==> src/rtl/seq_detector_p.sv <==
// seq_detector_p
//   Parametrised symbol-sequence detector. Tracks how many symbols of a
//   run-time loaded pattern have been seen, falling back on a mismatch to
//   the longest suffix of recent history that is still a pattern prefix.
//   Emits a registered one-cycle match pulse per completed pattern, with
//   overlapping or non-overlapping detection selectable per symbol.
//
// Ports
//   CLK         in   rising-edge clock
//   nRESET      in   asynchronous active-low reset
//   load        in   capture pattern_in and restart detection (wins over in_valid)
//   pattern_in  in   SYM_W*DEPTH, symbol i at [i*SYM_W +: SYM_W], symbol 0 first
//   overlap     in   1: overlapping detection, 0: restart after each match
//   in_valid    in   Data_in accepted this cycle
//   Data_in     in   SYM_W input symbol
//   state       out  number of pattern symbols currently matched (0..DEPTH-1)
//   match       out  one-cycle pulse after the edge that completed the pattern
//   match_cnt   out  saturating match counter
//
// Build option
//   SEQDET_MATCH_CNT_EN  defined: match_cnt counter is built.
//                        undefined: match_cnt is tied to 0.
//
// state | meaning
// ------+--------------------------------------------------------------
//   0   | no pattern prefix pending
//   k   | last k accepted symbols equal pattern symbols 0..k-1
//
// The full-match condition never appears in state: it shows up only as
// the match pulse, with state already holding the overlap fallback (or 0).

module seq_detector_p #(
  parameter int SYM_W   = 2,
  parameter int DEPTH   = 4,
  parameter int CNT_W   = 8,
  parameter int STATE_W = $clog2(DEPTH)
) (
  input  logic                   CLK,
  input  logic                   nRESET,
  input  logic                   load,
  input  logic [SYM_W*DEPTH-1:0] pattern_in,
  input  logic                   overlap,
  input  logic                   in_valid,
  input  logic [SYM_W-1:0]       Data_in,
  output logic [STATE_W-1:0]     state,
  output logic                   match,
  output logic [CNT_W-1:0]       match_cnt
);

  localparam int HIST_N = DEPTH - 1;
  localparam int LEN_W  = $clog2(DEPTH);

  logic [SYM_W*DEPTH-1:0] pattern_q, pattern_d;
  // hist_q[0] is the most recently accepted symbol.
  logic [SYM_W-1:0]       hist_q [HIST_N];
  logic [SYM_W-1:0]       hist_d [HIST_N];
  logic [LEN_W-1:0]       hist_len_q, hist_len_d;
  logic [STATE_W-1:0]     state_q, state_d;
  logic                   match_q, match_d;

  // Candidate window: the incoming symbol followed by history, newest first.
  logic [SYM_W-1:0]       win [DEPTH];
  // hit[j]: the newest j symbols (including Data_in) equal pattern prefix j.
  logic [DEPTH:1]         hit;
  // Longest proper prefix (< DEPTH) that is also a suffix of the window.
  logic [STATE_W-1:0]     k_part;

  always_comb begin
    win[0] = Data_in;
    for (int p = 1; p < DEPTH; p++) begin
      win[p] = hist_q[p-1];
    end
  end

  always_comb begin
    hit = '0;
    for (int j = 1; j <= DEPTH; j++) begin
      hit[j] = (j <= int'(hist_len_q) + 1);
      for (int m = 0; m < j; m++) begin
        if (win[j-1-m] != pattern_q[m*SYM_W +: SYM_W]) begin
          hit[j] = 1'b0;
        end
      end
    end
  end

  always_comb begin
    k_part = '0;
    for (int j = 1; j < DEPTH; j++) begin
      if (hit[j]) begin
        k_part = STATE_W'(j);
      end
    end
  end

  always_comb begin
    pattern_d  = pattern_q;
    hist_d     = hist_q;
    hist_len_d = hist_len_q;
    state_d    = state_q;
    match_d    = 1'b0;
    if (load) begin
      pattern_d  = pattern_in;
      for (int i = 0; i < HIST_N; i++) begin
        hist_d[i] = '0;
      end
      hist_len_d = '0;
      state_d    = '0;
    end else if (in_valid) begin
      match_d = hit[DEPTH];
      if (hit[DEPTH] && !overlap) begin
        // Non-overlapping: the completed pattern consumes its symbols.
        for (int i = 0; i < HIST_N; i++) begin
          hist_d[i] = '0;
        end
        hist_len_d = '0;
        state_d    = '0;
      end else begin
        hist_d[0] = Data_in;
        for (int i = 1; i < HIST_N; i++) begin
          hist_d[i] = hist_q[i-1];
        end
        if (hist_len_q != LEN_W'(HIST_N)) begin
          hist_len_d = hist_len_q + 1'b1;
        end
        state_d = k_part;
      end
    end
  end

  always_ff @(posedge CLK or negedge nRESET) begin
    if (!nRESET) begin
      pattern_q  <= '0;
      for (int i = 0; i < HIST_N; i++) begin
        hist_q[i] <= '0;
      end
      hist_len_q <= '0;
      state_q    <= '0;
      match_q    <= 1'b0;
    end else begin
      pattern_q  <= pattern_d;
      hist_q     <= hist_d;
      hist_len_q <= hist_len_d;
      state_q    <= state_d;
      match_q    <= match_d;
    end
  end

  assign state = state_q;
  assign match = match_q;

`ifdef SEQDET_MATCH_CNT_EN
  logic [CNT_W-1:0] cnt_q, cnt_d;

  always_comb begin
    cnt_d = cnt_q;
    if (load) begin
      cnt_d = '0;
    end else if (in_valid && hit[DEPTH] && (cnt_q != {CNT_W{1'b1}})) begin
      cnt_d = cnt_q + 1'b1;
    end
  end

  always_ff @(posedge CLK or negedge nRESET) begin
    if (!nRESET) begin
      cnt_q <= '0;
    end else begin
      cnt_q <= cnt_d;
    end
  end

  assign match_cnt = cnt_q;
`else
  assign match_cnt = '0;
`endif

endmodule
==> config.mk <==
export PLATFORM = sky130hd
export DESIGN_NAME = seq_detector_p
export DESIGN_NICKNAME = d
export VERILOG_FILES = /design/src/rtl/seq_detector_p.sv
export SDC_FILE = /design/constraint.sdc
export NUM_CORES = 1
export LEC_CHECK = 0
export BUFFER_PORTS_ARGS = -buffer_cell sky130_fd_sc_hd__buf_2
export CAP_MARGIN = 10
export CORE_ASPECT_RATIO = 0.75
export CORE_MARGIN = 5
export CORE_UTILIZATION = 53
export DETAILED_ROUTE_END_ITERATION = 7
export GPL_TIMING_DRIVEN = 0
export PLACE_DENSITY_LB_ADDON = 0.05
export SLEW_MARGIN = 5
export SYNTH_ARGS = -nofsm -noshare
export SYNTH_HDL_FRONTEND = slang
export SYNTH_SLANG_ARGS = --single-unit
export TNS_END_PERCENT = 50
==> constraint.sdc <==
create_clock -name CLK -period 2.3 [get_ports CLK]
set_clock_uncertainty 0.15 [all_clocks]
set_input_delay 0 -clock CLK [delete_from_list [all_inputs] [get_ports CLK]]
set_output_delay 0 -clock CLK [all_outputs]
set_load 0.005 [all_outputs]
Yosys cells after proc, flatten, opt, wreduce, memory -nomap -nowiden
Cells that the tools add are included.
- register bits: 19
- logic and storage cells: 54
- add/subtract/negate cells: 2
- magnitude comparators: 4
- equality and inequality tests: 11
- mux-type cells: 25
- reduce and logical (&&, ||, !) cells: 5
- operator list (operator ; number):
    3-bit by 32-bit <= comparator with 1-bit output (first input constant) ; 2
    2-bit by 32-bit <= comparator with 1-bit output (first input constant) ; 1
    2-bit != test ; 10
    2-bit 2-to-1 mux ; 9
    6-bit 2-to-1 mux ; 3
    1-bit 2-to-1 mux ; 13
    2-bit by 1-bit adder with 3-bit output (second input constant) ; 1
    3-bit <= comparator (first input constant) ; 1
    3-bit nonzero test ; 1
    2-bit by 1-bit adder with 2-bit output (second input constant) ; 1
    2-bit != test (second input constant) ; 1
    2-bit AND reduction ; 1
    2-bit nonzero test ; 1
    1-bit logical AND ; 1
    1-bit logical NOT ; 1

Logic depth before layout (Yosys ltp)
Gate-level depths: netlist of the first run.
- depth in word-level cells: 10
- mapped depth: 7

Worst setup path after synthesis of the first run
No wires, ideal clock.
- kind: register -> register
- start: register hist_len_q[0]
- end: register state_q[0], in the netlist state[0]
- setup time: 0.121 ns
- arrival: 1.480 ns
- slack: 0.549 ns
- stages on the path, launching flop included: 7
- buffers on the path: 0
- cell sequence: dfrtp_1 -> inv_1 -> ha_1 -> nor3_2 -> a2111oi_0 -> or3_1 -> a22o_1
- cells in the longest elaborated chain, start to end: 10
- ends and longest elaborated chain (element ; RTL line ; RTL):
    from (decl) ; 57 ; logic [LEN_W-1:0] hist_len_q, hist_len_d;
    from (signal assigned) ; 143 ; hist_len_q <= hist_len_d;
    2-bit by 1-bit adder with 3-bit output (*) ; 78 ; hit[j] = (j <= int'(hist_len_q) + 1);
    parallel branches: the longest is 6 deep, another holds 2-bit by 32-bit <= comparator with 1-bit output ; n/a ;
    2-bit 2-to-1 mux (*) ; 111 ; if (hit[DEPTH] && !overlap) begin
    2-bit 2-to-1 mux (*) ; 109 ; end else if (in_valid) begin
    2-bit 2-to-1 mux (*) ; 102 ; if (load) begin
    to (signal assigned) ; 144 ; state_q <= state_d;
    to (decl) ; 58 ; logic [STATE_W-1:0] state_q, state_d;
Mark *: on every way between the ends. The select of a mux whose other input is x is not followed.
A chain may end at the register's enable or synchronous reset.

Final worst setup path of the first run
Ends and elaborated chain as after synthesis.

==> results.toml, run 1 <==
[sta]
min_period_ns = 1.92
fin_crit_sh = 0.834
finalMaxSlewViolations = 0
relSlewSlack = 0.627
layout_setup_ws_ns = 0.383
rsz0062_at_grt = "false"
fmax_mhz = 522
timing.final.hold_violations = 1
final.setup.tns_ns = 0
hold_ws_ns = -0.000876
tightest_slew_ns = 0.557
setup_viol = 0

[layout]
antenna_cells = 0
areaGrowthSynthToFinish_pct = 25.8
register_area_um2 = 475
fin_nets = 165
instances_no_fill = 169
fill_cells = 157
drive_gt1_frac = 0.317
multi_input_comb_area_um2 = 589
fin_area_um2 = 1470
finish.utilization = 0.717

[cts]
clock_sinks = 19
cts.clk_slew.worst_paths_ns = 0.11
cts-buffers-inserted = 3
insertion_delay_ns = 0.30
postCtsSetupRepairBufs = 0
tritoncts = "yes"
ctsRootBufferMaster = "clkbuf_4"
clk_path_buf_depth = 2
h-tree-depth = 1

[critical_path]
slowest_delay_ns = 0.44
path_class = "reg -> reg"
r2r_slack_ns = 0.38
worst_path_max_delay_cell = "dfrtp_1"
start_kind = "register"
r2r_cells = 6
rr_endpoint = "state[0]"
cp_cell_sequence = "inv_1 > ha_1 > nor3_2 > a2111oi_0 > or3_1 > a22o_1"
worst-path-buf-inv = 1
cp_top_family = "simple AND/OR/NAND/NOR gates"
cp_data_arrival_time_ns = 1.97
r2r_start = "hist_len_q[0]"
crit_start = "hist_len_q[0]"
cp-end-kind = "register"
critical_path_required_ns = 2.35
endpoint = "state[0]"
path_max_fanout = 5
crit_cells = 6

[outcome]
outcome = "finished, violations left"
violations = "negative hold slack"

[placed_design]
place.gp.congestion = 0.804
place_ws_ns = 0.414
io_buffers = 15
place_area_um2 = 1300
dpl.cell_count = 151
hpwl_mm = 1.71

[route]
drc = 0
routed-via-count = 842
wire_per_inst_um = 13.1
totalWireLength_mm = 2.22
drt_pass1_iterations = 4
ant_nets = 0
drtIter0Drc = 16
via_per_inst = 4.98

[die]
initial_core_util = 0.570
io_pins = 26
die_h_um = 50.6
core_area_um2 = 2050
dieArea_um2 = 3250
die_w_um = 64.2
row_count = 14

[yosys]
yosys_warnings = 0
synth_cell_types = 29
synthTopCellsByArea = "dfrtp_1 (41%), xnor2_1 (8.3%), mux2_2 (7.7%), a22o_1 (6.8%), buf_4 (6.4%)"
avgSynthCellArea_um2 = 11.1
syn_inst = 105
synth_top_area_frac = 0.407
synth.yosys.seq_area_share = 0.407
synth_top_area_cell = "dfrtp_1"
ys_ff_latch = 19
synth_area_um2 = 1170

[global_routing]
antenna_found_initial = 0
grt_pass1_wl_mm = 3.93
grt_max_degree = 20
overflow = 0
grt_pass1_vias = 860
grt_usage = 0.155

[pwr]
finalPower_mw = 0.734
swShare = 0.287
p_leak_nw = 0.709
pwr-share-clk = 0.239
power_density_nw_per_um2 = 500
internal-power_mw = 0.523
comb_power_share = 0.251
ir_drop_v = 0.000382
p_sw_mw = 0.211
sequentialPowerShare = 0.510

[run]
maxCapViolations = 0

[worst_hold_path]
hp-class = "in -> async"
## Yosys cell counts
library cell  count
xor2_1            8
buf_4            10
mux2_2            8
inv_1             2
buf_2             4
xnor2_1          11
a2bb2oi_1         1
conb_1            1
or3_1             1
and2b_1           1
nand2_1           4
a311oi_1          2
ha_1              4
and2_4            1
nor4_1            1
buf_6             2
nand4_1           1
nor2_1            4
a22o_1            9
nor2b_1           2
o2111ai_1         1
clkbuf_1          1
and3b_1           1
and3_1            1
nand4b_1          1
dfrtp_1          19
a2111oi_0         1
a31o_1            1
nor3_2            2
## cell type report
class / count / share of cell area
Sequential cell: 19 / 0.324
Clock buffer: 3 / 0.0153
Tap cell: 24 / 0.0204
Multi-Input combinational cell: 74 / 0.401
Inverter: 2 / 0.00511
Clock inverter: 1 / 0.00511
Buffer: 17 / 0.0826
Timing Repair Buffer: 29 / 0.147
## cell families (layout without fill, tap and decap cells)
group,after synthesis,count (layout),share of synthesized area
other,1,8,0.00321
buffers and inverters,19,52,0.110
AOI/OAI and AO/OA,15,15,0.113
xor gates and xnor gates,19,19,0.143
muxes,8,8,0.0772
and+or+nand+nor,20,20,0.104
DFF,19,19,0.407
adders and majority gates,4,4,0.0429
## metal layers
metal  GRT usage  part of all wire  up-vias  wire [um]
met1       0.207              0.47      391       1050
met3      0.0580             0.078        0        172
met4      0.0237                 0        0          0
met5           0                 0        -          0
li1            -                 -      425          -
met2       0.247              0.45       26        995
## power groups by stage
stage | registers [mW] | logic (mW) | clock network (mW)
after global routing | 0.377 | 0.206 | 0.196
after detailed placement | 0.381 | 0.166 | 0
after floorplan | 0.376 | 0.128 | 0
final | 0.374 | 0.184 | 0.175
after global placement | 0.379 | 0.161 | 0
after CTS | 0.374 | 0.184 | 0.183
## sequential cells by signal, indices dropped and copies added, names as in the netlist
signal	flops
hist_q	6
state	2
pattern_q	8
hist_len_q	2
match	1
## worst min-delay path by stage
stage                    endpoint  depth (start not counted)
global placement    hist_len_q[0]                          1
finish              hist_len_q[0]                          2
floorplan           hist_len_q[0]                          0
global route        hist_len_q[1]                          2
detailed placement  hist_len_q[0]                          1
CTS                 hist_len_q[1]                          2
## timing repair
item / 4_1_cts / 5_1_grt
hold endpoints to repair: 32 / 0
gates resized for setup: 0 / 0
hold buffers: 14 / 0
## worst register-to-register path: cells and delay by family (launching register included)
family          cells  cell delay, ns
buf+inv             1            0.10
flops               1            0.44
compound gates      2            0.31
fa+ha+maj           1            0.22
simple gates        2            0.61
## placed cells by master, fill, tap and decap left out, drive strengths merged
master,synthesis,final
nor2,4,4
or3,1,1
clkinvlp,0,1
nand4,1,1
nor2b,2,2
nor4,1,1
clkbuf,1,4
buf,16,31
nor3,2,2
ha,4,4
nand2,4,4
a22o,9,9
a2111oi,1,1
conb,1,8
and3b,1,1
a31o,1,1
and2,1,1
xor2,8,8
nand4b,1,1
dfrtp,19,19
o2111ai,1,1
xnor2,11,11
dlygate4sd3,0,14
a311oi,2,2
a2bb2oi,1,1
and2b,1,1
and3,1,1
inv,2,2
mux2,8,8
No activity file was read; power rests on OpenSTA's default activity.
==> inputs of run 2 (changes only) <==
- ABC_AREA: not set -> 1
- CORE_UTILIZATION: 53 -> 49
- clock period: 2.3 -> 1.7 ns (I/O delays scaled with it)
==> run 2 against run 1 <==
  * The flow still finishes with violations (negative hold slack)
  * Total power increased by 56%
  * Sequential share of layout area decreased by 5.4 points
  * First-iteration DRC count increased to 3.5 times the previous value
  * Synthesized area increased by 9.6%
  * Critical path depth increased by 3
  * Utilization decreased by 2.5 points
  * Register-to-register slack got worse by 0.32 ns
  * Clock power increased by 36%
  * Synthesized cell count increased by 62%
  * Clock-buffer cell count increased by 1
  * Largest cell class unchanged
  * Highest routed layer is now met4
==> results.toml, run 2 <==
[die]
die_w_um = 69.0
row_count = 16
io_pins = 26
dieArea_um2 = 3740
core_area_um2 = 2560
die_h_um = 54.3
initial_core_util = 0.500

[sta]
rsz0062_at_grt = "true"
fmax_mhz = 609
finalMaxSlewViolations = 0
timing.final.hold_violations = 3
setup_viol = 0
min_period_ns = 1.64
fin_crit_sh = 0.965
hold_ws_ns = -0.00746
final.setup.tns_ns = 0

[yosys]
yosys_warnings = 0
ys_ff_latch = 19
ys.flop_type = "dfrtp_1"
ys_top_cells_by_count = "nand2_1 (50), dfrtp_1 (19), inv_1 (15)"
synth_top_area_cell = "dfrtp_1"
synthMuxAreaShare = 0
synth_edf_count = 0
avgSynthCellArea_um2 = 7.53
synth_area_um2 = 1280
synth-simple-area-share = 0.309
synthXorXnorAreaFrac = 0.0479
syn_inst = 170
synth_top_area_frac = 0.371
synth_async_sr_flop_share = 1.00
synth.yosys.seq_area_share = 0.371
synth_top_family_by_area = "simple AND/OR/NAND/NOR gates"
synth_cell_types = 28
yosys.cell_count.top_type = "nand2_1"
synth_compound_area_frac = 0.0978
synth_adder_area_share = 0.0391
synthTopCellsByArea = "dfrtp_1 (37%), nand2_1 (15%), nand3_2 (6.3%), buf_4 (5.3%), inv_1 (4.4%)"

[pwr]
swShare = 0.338
power_density_nw_per_um2 = 647
p_sw_mw = 0.388
pwr-share-clk = 0.208
sequentialPowerShare = 0.456
ir_drop_v = 0.000460
p_leak_nw = 0.895
finalPower_mw = 1.15
comb_power_share = 0.336
internal-power_mw = 0.759

[route]
drc = 0
wire_per_inst_um = 13.1
routed-via-count = 1292
ant_nets = 0
via_per_inst = 5.01
totalWireLength_mm = 3.37
drtIter0Drc = 56
drt_pass1_iterations = 4

[placed_design]
hpwl_mm = 2.24
place.gp.congestion = 0.859
io_buffers = 15
dpl.cell_count = 228

[layout]
top_regs = "pattern_q x8, hist_q x6"
areaGrowthSynthToFinish_pct = 38.5
largest_reg_flops = 8
drive_gt1_frac = 0.315
finish.utilization = 0.692
mostFrequentLayoutCells = "nand2_1 (48), dlygate4sd3_1 (18), buf_2 (17), dfrtp_1 (17), buf_4 (15)"
top_register = "pattern_q"
instances_no_fill = 258
fill_cells = 215
layout_commonest_cell = "nand2_1"
fin_nets = 242
antenna_cells = 0

[cts]
clk_path_buf_depth = 2
clock_sinks = 19
cts-buffers-inserted = 3
cts.clk_slew.worst_paths_ns = 0.11
insertion_delay_ns = 0.30
tritoncts = "yes"
ctsRootBufferMaster = "clkbuf_4"
h-tree-depth = 1

[run]
maxCapViolations = 0

[critical_path]
path_class = "reg -> reg"
cp-end-kind = "register"
critical_path_required_ns = 1.80
start_kind = "register"
cp_data_arrival_time_ns = 1.74
path_max_fanout = 4

[global_routing]
grt_max_degree = 20
grt_usage = 0.184
antenna_found_initial = 0
grt_pass1_vias = 1182
grt_pass1_wl_mm = 5.33
overflow = 0

[worst_hold_path]
hp-class = "in -> reg"

[outcome]
outcome = "finished, violations left"
violations = "negative hold slack"
-- run 2: cell count changes after synthesis, sizes merged, moves of 8 or more --
cell and change:
nand2 +48, inv +18, a22o -9, nand3 +14, o21ai +13, mux2 -8
xnor2 -8
-- run 2: power groups by stage --
stage | sequential (mW) | combinational [mW] | clock, mW
6_report | 0.524 | 0.386 | 0.238
5_1_grt | 0.527 | 0.427 | 0.268
4_1_cts | 0.521 | 0.324 | 0.248
3_5_place_dp | 0.532 | 0.264 | 0
3_3_place_gp | 0.528 | 0.257 | 0
2_1_floorplan | 0.522 | 0.194 | 0
-- run 2: final cells by class --
| class | count | area [um^2] | area share |
|---|---|---|---|
| Timing Repair Buffer | 41 | 323 | 0.182 |
| Multi-Input combinational cell | 124 | 727 | 0.410 |
| Clock buffer | 4 | 26.3 | 0.0148 |
| Inverter | 22 | 92.6 | 0.0522 |
| Buffer | 12 | 81.3 | 0.0459 |
| Tap cell | 36 | 45.0 | 0.0254 |
| Sequential cell | 19 | 478 | 0.270 |
-- run 2: routing by layer --
layer / up-vias / track usage / part of all wire
met5: - / 0 / 0
met1: 595 / 0.226 / 0.43
met2: 66 / 0.331 / 0.47
met3: 6 / 0.0514 / 0.091
met4: 0 / 0.0390 / 0.012
li1: 625 / - / -
-- run 2: through the flow --
stage / cell area (um^2) / setup slack [ns]
2_1_floorplan: 1310 / 0.113
3_3_place_gp: 1430 / -0.0245
3_5_place_dp: 1430 / -0.0794
4_1_cts: 1660 / 0.0156
5_1_grt: 1770 / -0.0423
6_report: 1770 / 0.0591
-- run 2: final timing paths --
path,start,end,slack (ns),cells past startpoint
worst min-delay path,load,hist_q[4],-0.007,4
worst min register to register,state[1],state[1],0.33,2
worst max-delay path,hist_len_q[0],state[1],0.06,9
worst max register to register,hist_len_q[0],state[1],0.06,9
max in group asynchronous,nRESET,hist_q[3],1.04,2
min in group asynchronous,nRESET,pattern_q[7],0.02,2
-- run 2: critical path, cell delays in order, from the launching register on --
cell     delay (ns)
dfrtp_1        0.45
buf_6          0.15
inv_4          0.06
ha_4           0.12
o22ai_2        0.08
nor3_2         0.20
nand4_1        0.13
nand2_1        0.10
nand3_2        0.07
nand2_1        0.06
-- run 2: timing repair --
action	4_1_cts	5_1_grt
endpoints found under the setup margin	10	10
resized for setup	2	20
hold buffers	18	0
pin swaps	1	15
setup buffers	2	6
hold endpoints to repair	38	0
-- run 2: cells by family (layout without fill, tap and decap cells) --
logic type	count (synthesis)	in the layout
and+or+nand+nor	83	83
buffers and inverters	34	79
AOI/OAI and AO/OA	22	22
DFF	19	19
xor gates and xnor gates	7	7
adders and majority gates	4	4
other	1	8
==> inputs of run 3 (changes only) <==
- CELL_PAD_IN_SITES_DETAIL_PLACEMENT: not set -> 2
- CELL_PAD_IN_SITES_GLOBAL_PLACEMENT: not set -> 2
- CORE_UTILIZATION: 49 -> 27
==> run 3 against run 2 <==
  * The flow now finishes without violations
  * Critical path depth increased by 1
  * Largest power group unchanged
  * Wire length increased by 40%
  * Non-clock buffer count increased by 3
  * Final cell count increased by 9.3%
  * Sequential power about the same
  * Register-to-register slack got worse by 0.02 ns
  * Clock-buffer cell count unchanged
  * Cell area increased by 4.5%
  * Flip-flop and latch count unchanged
  * Fmax decreased by 1.4%
  * Clock power increased by 38%
==> results.toml, run 3 (synthesis gave the netlist of run 2 again) <==
[global_routing]
grt_pass1_wl_mm = 7.60
overflow = 0
grt_max_degree = 20
grt_usage = 0.158
grt_pass1_vias = 1473
antenna_found_initial = 0

[layout]
fin_nets = 245
register_area_um2 = 478
largest_reg_flops = 8
antenna_cells = 0
fill_cells = 531
multi_input_comb_area_um2 = 746
areaGrowthSynthToFinish_pct = 44.8
mostFrequentLayoutCells = "nand2_1 (45), buf_4 (20), dfrtp_1 (17), dlygate4sd3_1 (17), buf_2 (16)"
top_register = "pattern_q"
drive_gt1_frac = 0.356
finish.utilization = 0.410
top_regs = "pattern_q x8, hist_q x6"
layout_commonest_cell = "nand2_1"

[sta]
fin_crit_sh = 0.979
final.setup.tns_ns = 0
rsz0062_at_grt = "true"
hold_ws_ns = 0.0726
finalMaxSlewViolations = 0
fmax_mhz = 601
timing.final.hold_violations = 0
setup_viol = 0
min_period_ns = 1.66

[die]
initial_core_util = 0.283
io_pins = 26
dieArea_um2 = 6230
core_area_um2 = 4520
row_count = 21
die_h_um = 69.6
die_w_um = 89.5

[worst_hold_path]
hp-class = "in -> reg"

[route]
routed-via-count = 1298
drt_pass1_iterations = 4
drtIter0Drc = 27
wire_per_inst_um = 16.7
via_per_inst = 4.60
topRoutingLayerUsed = "met4"
dr_wl_met2_mm = 2.23
ant_nets = 0
totalWireLength_mm = 4.71
drc = 0
met1_length_mm = 2.35
wl_met3_um = 123

[critical_path]
path_max_fanout = 8
worst-path-buf-inv = 2
cp_top_family = "simple AND/OR/NAND/NOR gates"
cp-end-kind = "register"
slowest_delay_ns = 0.42
cp_data_arrival_time_ns = 1.66
worst_path_max_delay_cell = "dfrtp_1"
start_kind = "register"
cp_cell_sequence = "ha_4 > inv_2 > a21oi_2 > nand3_2 > nor2_4 > nand3_4 > nand2_4 > inv_8 > nand3_2 > o21ai_2"
r2r_slack_ns = 0.04
critical_path_required_ns = 1.70
worst_path_most_repeated_cell = "nand3_2"
path_class = "reg -> reg"

[cts]
cts-buffers-inserted = 3
cts.clk_slew.worst_paths_ns = 0.08
insertion_delay_ns = 0.26
clk_path_buf_depth = 2
tritoncts = "yes"
ctsRootBufferMaster = "clkbuf_8"
h-tree-depth = 1
clock_sinks = 19

[pwr]
ir_drop_v = 0.000351
p_leak_nw = 0.925
power_density_nw_per_um2 = 684
finalPower_mw = 1.27

[placed_design]
place.gp.congestion = 0.791
io_buffers = 15
hpwl_mm = 3.25

[outcome]
outcome = "finished, final reports clean"

[run]
maxCapViolations = 0
[run 3: worst paths after layout]
check / start / end / depth (start not counted)
min in group asynchronous: nRESET / pattern_q[1] / 2
hold / removal: load / hist_q[0] / 4
setup / recovery: hist_len_q[0] / hist_q[3] / 10
setup reg to reg: hist_len_q[0] / hist_q[3] / 10
max in group asynchronous: nRESET / hist_q[5] / 2
hold reg to reg: state[0] / state[0] / 2
[run 3: timing repair]
| action | in CTS | in global routing |
|---|---|---|
| resized for setup | 7 | 23 |
| pin swaps | 4 | 13 |
| cloned | 0 | 0 |
| hold buffers | 17 | 0 |
| buffers inserted | 8 | 4 |
| endpoints found under the setup margin | 10 | 10 |
| endpoints found under the hold margin | 36 | 0 |
[run 3: layer usage]
layer  GRT usage  vias to the layer above
met5           0                        -
met2       0.256                       20
li1            -                      635
met4     0.00992                        0
met3      0.0297                        2
met1       0.227                      641
[run 3: metrics by stage]
step                      cells  setup WS (ns)  area [um^2]
after CTS                   278        0.00316         1750
after detailed placement    249         -0.227         1450
after global placement      249         -0.184         1450
after floorplan             177          0.113         1310
after global routing        282        -0.0689         1850
final                       282         0.0360         1850
[run 3: power breakdown]
| part | total, mW | internal (mW) | switching (mW) |
|---|---|---|---|
| Clock | 0.328 | 0.167 | 0.162 |
| Combinational | 0.417 | 0.188 | 0.229 |
| Sequential | 0.523 | 0.486 | 0.0365 |
| Total | 1.27 | 0.841 | 0.427 |
[run 3: final cells by class]
class | instances | area share
inverters | 22 | 0.0486
well taps | 57 | 0.0385
clock buffers | 4 | 0.0243
flip-flops and latches | 19 | 0.258
repair buffers | 44 | 0.183
plain buffers | 12 | 0.0452
multi-input cells | 124 | 0.402
[run 3: worst min-delay path, cell delays in order]
cell and delay, ns:
buf_2 0.18, nor2_1 0.14, nand2_1 0.08, nand2_1 0.05
